**src/rtl/el2_uart_rx_pkg.sv**
```systemverilog
// el2_uart_rx_pkg: shared types and constants for the EL2 UART receiver.
// Optional feature macro: UART_RX_PARITY_EN (adds the even-parity state).
package el2_uart_rx_pkg;

   localparam int unsigned DATA_BITS   = 8;
   localparam logic        RX_SYNC_RST = 1'b1;

   typedef enum logic [2:0] {
      ST_IDLE      = 3'd0,
      ST_START     = 3'd1,
      ST_DATA      = 3'd2,
`ifdef UART_RX_PARITY_EN
      ST_PARITY    = 3'd3,
`endif
      ST_STOP      = 3'd4,
      ST_WAIT_HIGH = 3'd5
   } rx_state_e;

endpackage

```
**src/rtl/el2_uart_rx_fifo.sv**
```systemverilog
// el2_uart_rx_fifo: synchronous FIFO with registered head and extended-pointer
// full/empty detection. A push on a full FIFO is accepted only if a pop
// frees a slot in the same cycle.
module el2_uart_rx_fifo #(
   parameter  int unsigned WIDTH = 8,
   parameter  int unsigned DEPTH = 16,
   localparam int unsigned AW    = $clog2(DEPTH),
   localparam int unsigned PW    = AW + 1
) (
   input  logic             HCLK,
   input  logic             HRESETn,
   input  logic             push,
   input  logic [WIDTH-1:0] wdata,
   input  logic             pop,
   output logic             full,
   output logic             empty,
   output logic [PW-1:0]    level,
   output logic [WIDTH-1:0] rdata
);

   logic [WIDTH-1:0] mem_q [DEPTH];
   logic [WIDTH-1:0] mem_d [DEPTH];
   logic [PW-1:0]    wr_ptr_q, wr_ptr_d;
   logic [PW-1:0]    rd_ptr_q, rd_ptr_d;
   logic [WIDTH-1:0] head_q, head_d;
   logic             do_push, do_pop;

   assign empty   = (wr_ptr_q == rd_ptr_q);
   assign full    = (wr_ptr_q[AW] != rd_ptr_q[AW]) &&
                    (wr_ptr_q[AW-1:0] == rd_ptr_q[AW-1:0]);
   assign level   = wr_ptr_q - rd_ptr_q;
   assign rdata   = head_q;
   assign do_pop  = pop & ~empty;
   assign do_push = push & (~full | do_pop);

   // Next memory/pointer state; head is taken from the post-write memory so a
   // push into an empty FIFO is visible as the head one cycle later.
   always_comb begin
      mem_d    = mem_q;
      wr_ptr_d = wr_ptr_q;
      rd_ptr_d = rd_ptr_q;
      if (do_push) begin
         mem_d[wr_ptr_q[AW-1:0]] = wdata;
         wr_ptr_d                = wr_ptr_q + PW'(1);
      end
      if (do_pop) begin
         rd_ptr_d = rd_ptr_q + PW'(1);
      end
      head_d = mem_d[rd_ptr_d[AW-1:0]];
   end

   // Storage, pointers and registered head.
   always_ff @(posedge HCLK or negedge HRESETn) begin
      if (!HRESETn) begin
         for (int unsigned i = 0; i < DEPTH; i++) begin
            mem_q[i] <= '0;
         end
         wr_ptr_q <= '0;
         rd_ptr_q <= '0;
         head_q   <= '0;
      end else begin
         mem_q    <= mem_d;
         wr_ptr_q <= wr_ptr_d;
         rd_ptr_q <= rd_ptr_d;
         head_q   <= head_d;
      end
   end

endmodule

```
**src/rtl/el2_uart_rx.sv**
```systemverilog
// el2_uart_rx: 8-bit UART receiver (1 start, 8 data, 1 stop, LSB first) with
// receive FIFO, valid/ready pop interface and sticky error flags.
// Optional feature macro: UART_RX_PARITY_EN (even parity bit before stop).
module el2_uart_rx
   import el2_uart_rx_pkg::*;
#(
   parameter  int unsigned CLKS_PER_BIT = 16,
   parameter  int unsigned FIFO_DEPTH   = 16,
   localparam int unsigned LVL_W        = $clog2(FIFO_DEPTH) + 1
) (
   input  logic             HCLK,
   input  logic             HRESETn,
   input  logic             en,
   input  logic             rx,
   output logic [7:0]       rx_data,
   output logic             rx_valid,
   input  logic             rx_ready,
   output logic [LVL_W-1:0] fifo_level,
   output logic             overrun,
   output logic             frame_err,
   output logic             parity_err,
   input  logic             err_clr
);

   localparam int unsigned    CNT_W     = $clog2(CLKS_PER_BIT);
   localparam logic [CNT_W-1:0] HALF_LOAD = CNT_W'(CLKS_PER_BIT / 2 - 1);
   localparam logic [CNT_W-1:0] FULL_LOAD = CNT_W'(CLKS_PER_BIT - 1);
   localparam logic [2:0]     LAST_IDX  = 3'(DATA_BITS - 1);

   logic                 rx_s1_q, rx_s2_q, rx_sync;
   rx_state_e            state_q, state_d;
   logic [CNT_W-1:0]     cnt_q, cnt_d;
   logic [2:0]           idx_q, idx_d;
   logic [DATA_BITS-1:0] shreg_q, shreg_d;
   logic                 frame_err_q, frame_err_d;
   logic                 overrun_q, overrun_d;
   logic                 expiry, push, frame_evt, overrun_evt, pop;
   logic                 fifo_full, fifo_empty;
`ifdef UART_RX_PARITY_EN
   logic                 par_bad_q, par_bad_d;
   logic                 parity_err_q, parity_err_d;
   logic                 parity_evt;
`endif

   assign rx_sync = rx_s2_q;
   assign expiry  = (cnt_q == '0);

   // Two-flop synchronizer for the asynchronous serial input.
   always_ff @(posedge HCLK or negedge HRESETn) begin
      if (!HRESETn) begin
         rx_s1_q <= RX_SYNC_RST;
         rx_s2_q <= RX_SYNC_RST;
      end else begin
         rx_s1_q <= rx;
         rx_s2_q <= rx_s1_q;
      end
   end

   // Frame FSM next state; push is combinational so the byte enters the FIFO
   // on the stop-sample edge itself.
   always_comb begin
      state_d   = state_q;
      cnt_d     = cnt_q;
      idx_d     = idx_q;
      shreg_d   = shreg_q;
      push      = 1'b0;
      frame_evt = 1'b0;
`ifdef UART_RX_PARITY_EN
      par_bad_d  = par_bad_q;
      parity_evt = 1'b0;
`endif
      if (!en) begin
         state_d = ST_IDLE;
      end else begin
         case (state_q)
            ST_IDLE: begin
               if (!rx_sync) begin
                  state_d = ST_START;
                  cnt_d   = HALF_LOAD;
               end
            end
            ST_START: begin
               if (!expiry) begin
                  cnt_d = cnt_q - CNT_W'(1);
               end else if (rx_sync) begin
                  state_d = ST_IDLE;
               end else begin
                  state_d = ST_DATA;
                  cnt_d   = FULL_LOAD;
                  idx_d   = '0;
`ifdef UART_RX_PARITY_EN
                  par_bad_d = 1'b0;
`endif
               end
            end
            ST_DATA: begin
               if (!expiry) begin
                  cnt_d = cnt_q - CNT_W'(1);
               end else begin
                  shreg_d[idx_q] = rx_sync;
                  cnt_d          = FULL_LOAD;
                  if (idx_q == LAST_IDX) begin
`ifdef UART_RX_PARITY_EN
                     state_d = ST_PARITY;
`else
                     state_d = ST_STOP;
`endif
                  end else begin
                     idx_d = idx_q + 3'd1;
                  end
               end
            end
`ifdef UART_RX_PARITY_EN
            ST_PARITY: begin
               if (!expiry) begin
                  cnt_d = cnt_q - CNT_W'(1);
               end else begin
                  if (^{shreg_q, rx_sync}) begin
                     parity_evt = 1'b1;
                     par_bad_d  = 1'b1;
                  end
                  state_d = ST_STOP;
                  cnt_d   = FULL_LOAD;
               end
            end
`endif
            ST_STOP: begin
               if (!expiry) begin
                  cnt_d = cnt_q - CNT_W'(1);
               end else if (rx_sync) begin
`ifdef UART_RX_PARITY_EN
                  push = ~par_bad_q;
`else
                  push = 1'b1;
`endif
                  state_d = ST_IDLE;
               end else begin
                  frame_evt = 1'b1;
                  state_d   = ST_WAIT_HIGH;
               end
            end
            ST_WAIT_HIGH: begin
               if (rx_sync) begin
                  state_d = ST_IDLE;
               end
            end
            default: state_d = ST_IDLE;
         endcase
      end
   end

   assign pop         = rx_ready & ~fifo_empty;
   assign overrun_evt = push & fifo_full & ~pop;

   // Sticky flags: a set event outranks err_clr in the same cycle.
   always_comb begin
      frame_err_d = frame_evt   ? 1'b1 : (err_clr ? 1'b0 : frame_err_q);
      overrun_d   = overrun_evt ? 1'b1 : (err_clr ? 1'b0 : overrun_q);
`ifdef UART_RX_PARITY_EN
      parity_err_d = parity_evt ? 1'b1 : (err_clr ? 1'b0 : parity_err_q);
`endif
   end

   // FSM, bit counter, shift register and flag registers.
   always_ff @(posedge HCLK or negedge HRESETn) begin
      if (!HRESETn) begin
         state_q     <= ST_IDLE;
         cnt_q       <= '0;
         idx_q       <= '0;
         shreg_q     <= '0;
         frame_err_q <= 1'b0;
         overrun_q   <= 1'b0;
`ifdef UART_RX_PARITY_EN
         par_bad_q    <= 1'b0;
         parity_err_q <= 1'b0;
`endif
      end else begin
         state_q     <= state_d;
         cnt_q       <= cnt_d;
         idx_q       <= idx_d;
         shreg_q     <= shreg_d;
         frame_err_q <= frame_err_d;
         overrun_q   <= overrun_d;
`ifdef UART_RX_PARITY_EN
         par_bad_q    <= par_bad_d;
         parity_err_q <= parity_err_d;
`endif
      end
   end

   assign frame_err = frame_err_q;
   assign overrun   = overrun_q;
`ifdef UART_RX_PARITY_EN
   assign parity_err = parity_err_q;
`else
   assign parity_err = 1'b0;
`endif

   el2_uart_rx_fifo #(
      .WIDTH (DATA_BITS),
      .DEPTH (FIFO_DEPTH)
   ) u_fifo (
      .HCLK    (HCLK),
      .HRESETn (HRESETn),
      .push    (push),
      .wdata   (shreg_q),
      .pop     (pop),
      .full    (fifo_full),
      .empty   (fifo_empty),
      .level   (fifo_level),
      .rdata   (rx_data)
   );

   assign rx_valid = ~fifo_empty;

endmodule

```
**config.mk**
```make
export PLATFORM = sky130hd
export DESIGN_NAME = el2_uart_rx
export DESIGN_NICKNAME = d
export VERILOG_FILES = /design/src/rtl/el2_uart_rx_pkg.sv /design/src/rtl/el2_uart_rx_fifo.sv /design/src/rtl/el2_uart_rx.sv
export SDC_FILE = /design/constraint.sdc
export NUM_CORES = 1
export LEC_CHECK = 0
export CORE_ASPECT_RATIO = 0.7
export CORE_MARGIN = 2
export CORE_UTILIZATION = 60
export DETAILED_ROUTE_END_ITERATION = 10
export PLACE_DENSITY = 0.88
export SYNTH_ARGS = -nofsm -noshare
export SYNTH_HDL_FRONTEND = slang
export SYNTH_SLANG_ARGS = --single-unit
```
**constraint.sdc**
```tcl
create_clock -name HCLK -period 6.4 [get_ports HCLK]
set_input_delay 0.64 -clock HCLK [delete_from_list [all_inputs] [get_ports HCLK]]
set_output_delay 0.64 -clock HCLK [all_outputs]
set_load 0.03 [all_outputs]
```
==> impl_metrics.tcl <==
set metrics [dict create \
    htree_levels 4 \
    cts.repair.resized 0 \
    drc 0 \
    final-hold-violation-count 0 \
    reg2reg_from "u_fifo.wr_ptr_q[2]$_DFFE_PN0N_" \
    dp_hpwl_microns 17600 \
    path_common_cell "a21oi_1" \
    final_max_slew_viol_count 0 \
    syn_to_final_growth_pct 8.72 \
    pin_count 23 \
    peakVddDrop_v 0.000292 \
    clockRootBuffer "clkbuf_16" \
    cp.arrival_ns 4.36 \
    grt_max_degree 110 \
    p_leak_nw 4.94 \
    regArea_sq_um 4210 \
    worst-path-max-fanout 19 \
    multi_input_area_sq_um 4580 \
    worstSetupEndpointType "flop" \
    antenna_left 0 \
    synth_area_sq_um 9260 \
    rsz0062_at_grt "no" \
    grt_overflow 0 \
    ys_warn_count 0 \
    max_slew.worst_pin.slew_ns 1.13 \
    grt_pass1_vias 7633 \
    synth_common_cells "nand2_1, dfrtp_1, nor3_1" \
    synth_edf_count 0 \
    routed_wl_microns 26600 \
    start_util_pct 62.1 \
    fin_crit_sh_pct 63.4 \
    synth_cells 1051 \
    worst-path-stages 9 \
    grtUsageTotal_pct 33.5 \
    synth-seq-area-share_pct 45.4 \
    synth_seq_cells 168 \
    r2r-end "u_fifo.rdata[7]$_DFF_PN0_" \
    slowest_delay_ns 0.80 \
    placed_cells 1207 \
    synth.most_common_cell "nand2_1" \
    vias 8134 \
    fill_cells 1184 \
    drt-vias-per-instance 6.56 \
    gp_congestion 0.995 \
    min_path_type "primary input to asynchronous set/reset pin" \
    first_pass_iters 6 \
    io_buffers 21 \
    insertion_delay_ns 0.44 \
    fmax_ghz 0.246 \
    grt_pass1_wl_microns 42400 \
    cp_top_family "simple AND/OR/NAND/NOR gates" \
    die_x_microns 152 \
    synth_area_per_cell_sq_um 8.81 \
    yosysUniqueCellTypes 78 \
    holdBufCountCts 0 \
    crit_path_cell_trace "ha_1 > nand4_4 > nor3_4 > nor2_1 > and3_1 > o311ai_0 > a21oi_1 > a21oi_1 > nand4_1" \
    synth_area_leader_cell "dfrtp_1" \
    crit_slowest_cell "nor3_4" \
    layoutNonFillerInstCount 1239 \
    outcome "complete, no violations" \
    routedWlPerCell_microns 21.5 \
    synth_top_area_share_pct 44.9 \
    die_y_microns 108 \
    synth_nets 1071 \
    synth_ff_type "dfrtp_1" \
    first_iter_violations 1200 \
    fin_nets 1051 \
    slew_headroom_pct 24.6 \
    antenna_cells 0 \
    synth_area_leaders "dfrtp_1, nand2_1, mux2_2" \
    async_reset_ff_share_pct 100 \
    max_cap_violations 0 \
    rows 37 \
    required_ns 6.70 \
    dieArea_sq_um 16500 \
    post_cts_buffers 0 \
    path_buf_inv 0 \
    rr_worst_depth 9 \
    core_area_sq_um 14900 \
    cp-start-kind "flop" \
    clkTransAtPathRegs_ns 0.07 \
    drive_gt1_share_pct 12.2 \
    finalSetupViolCount 0 \
    final.min_clock_period_ns 4.06 \
    final.setup.tns_ns 0 \
    powerDensity_nw_per_um2 371 \
    crit_type "flop to flop" \
    reg2reg_slack_ns 2.34 \
    cts_tree "built" \
    clock_path_buffers 2 \
    cts_inserted_buffers 17 \
    grt_antenna_before_repair 1 \
    skew_ns 0.00822 \
    cts.sinks 168 \
]
[worst reg2reg max path, cell delays in order (launching register included)]
cell and delay (ns):
dfrtp_1 0.49, ha_1 0.48, nand4_4 0.19, nor3_4 0.80, nor2_1 0.42, and3_1 0.45
o311ai_0 0.48, a21oi_1 0.07, a21oi_1 0.37, nand4_1 0.16
[flip-flops by register name, indices dropped and copies added (netlist names)]
name             count
idx_q                3
u_fifo.rdata         8
u_fifo.rd_ptr_q      5
u_fifo.mem_q       128
frame_err            1
overrun              1
rx_s1_q              1
cnt_q                4
state_q              3
u_fifo.wr_ptr_q      5
rx_s2_q              1
shreg_q              8
[worst max path at each step]
stage | start | to | slack [ns]
global route | u_fifo.wr_ptr_q[2]$_DFFE_PN0N_ | u_fifo.rdata[2]$_DFF_PN0_ | 2.14
floorplan | u_fifo.rd_ptr_q[2]$_DFF_PN0_ | u_fifo.rdata[5]$_DFF_PN0_ | 3.44
finish | u_fifo.wr_ptr_q[2]$_DFFE_PN0N_ | u_fifo.rdata[7]$_DFF_PN0_ | 2.34
CTS | u_fifo.wr_ptr_q[2]$_DFFE_PN0N_ | u_fifo.rdata[7]$_DFF_PN0_ | 2.50
detailed placement | rx_ready | u_fifo.rdata[7]$_DFF_PN0_ | 2.37
global placement | en | u_fifo.rdata[7]$_DFF_PN0_ | 2.46
[cell usage in the layout, fill, tap and decap left out, types with 8 or more instances in the layout]
cell and n:
a21oi_1 33, a31oi_1 11, and3_1 17, buf_4 19, clkbuf_16 17, clkdlybuf4s50_1 20, dfrtp_1 166, ha_1 13
inv_1 22, mux2_2 43, mux2i_1 16, nand2_1 305, nand3_1 28, nand4_1 20, nor2_1 37, nor3_1 51
o211ai_1 15, o21ai_0 37, o22ai_1 9, o311ai_0 8, or3_1 18, xnor2_1 10
[through the flow]
step	utilization [%]	power, mW	area, sq um	setup slack, ns	hold slack [ns]
6_report	67.5	3.73	10100	2.34	0.349
5_1_grt	67.5	3.88	10100	2.14	0.366
4_1_cts	67.5	3.67	10100	2.50	0.359
3_5_place_dp	63.6	2.64	9480	2.37	0.349
3_3_place_gp	63.6	2.61	9480	2.46	0.345
2_1_floorplan	-	2.22	9260	3.44	0.344
[metal layers]
layer	vias to the layer above	GRT usage [%]	wire length, microns
met1	3871	49.2	11200
met3	95	12.1	3620
li1	3612	-	-
met4	0	10.3	746
met2	556	46.7	11000
met5	-	0	0
[report_power, final]
part	total, mW	internal [mW]	switching (mW)
registers	1.15	1.11	0.0464
clock network	1.03	0.567	0.463
logic	1.55	0.510	1.04
total	3.73	2.18	1.55
[final cells by class]
class	count	area share, %
Timing Repair Buffer	40	3.52
Clock inverter	13	1.33
Sequential cell	168	41.8
Clock buffer	19	4.50
Multi-Input combinational cell	779	45.5
Inverter	25	0.932
Tap cell	195	2.42
[cell families after synthesis]
| group | count (synthesis) | share of synthesized area (%) |
|---|---|---|
| buffers and inverters | 104 | 5.26 |
| DFF | 168 | 45.4 |
| adders and majority gates | 14 | 1.97 |
| other | 1 | 0.0405 |
| muxes | 60 | 7.11 |
| xor gates and xnor gates | 17 | 1.89 |
| and+or+nand+nor | 525 | 26.7 |
| AOI/OAI and AO/OA | 162 | 11.6 |
Power figures use the tool's default switching activity.
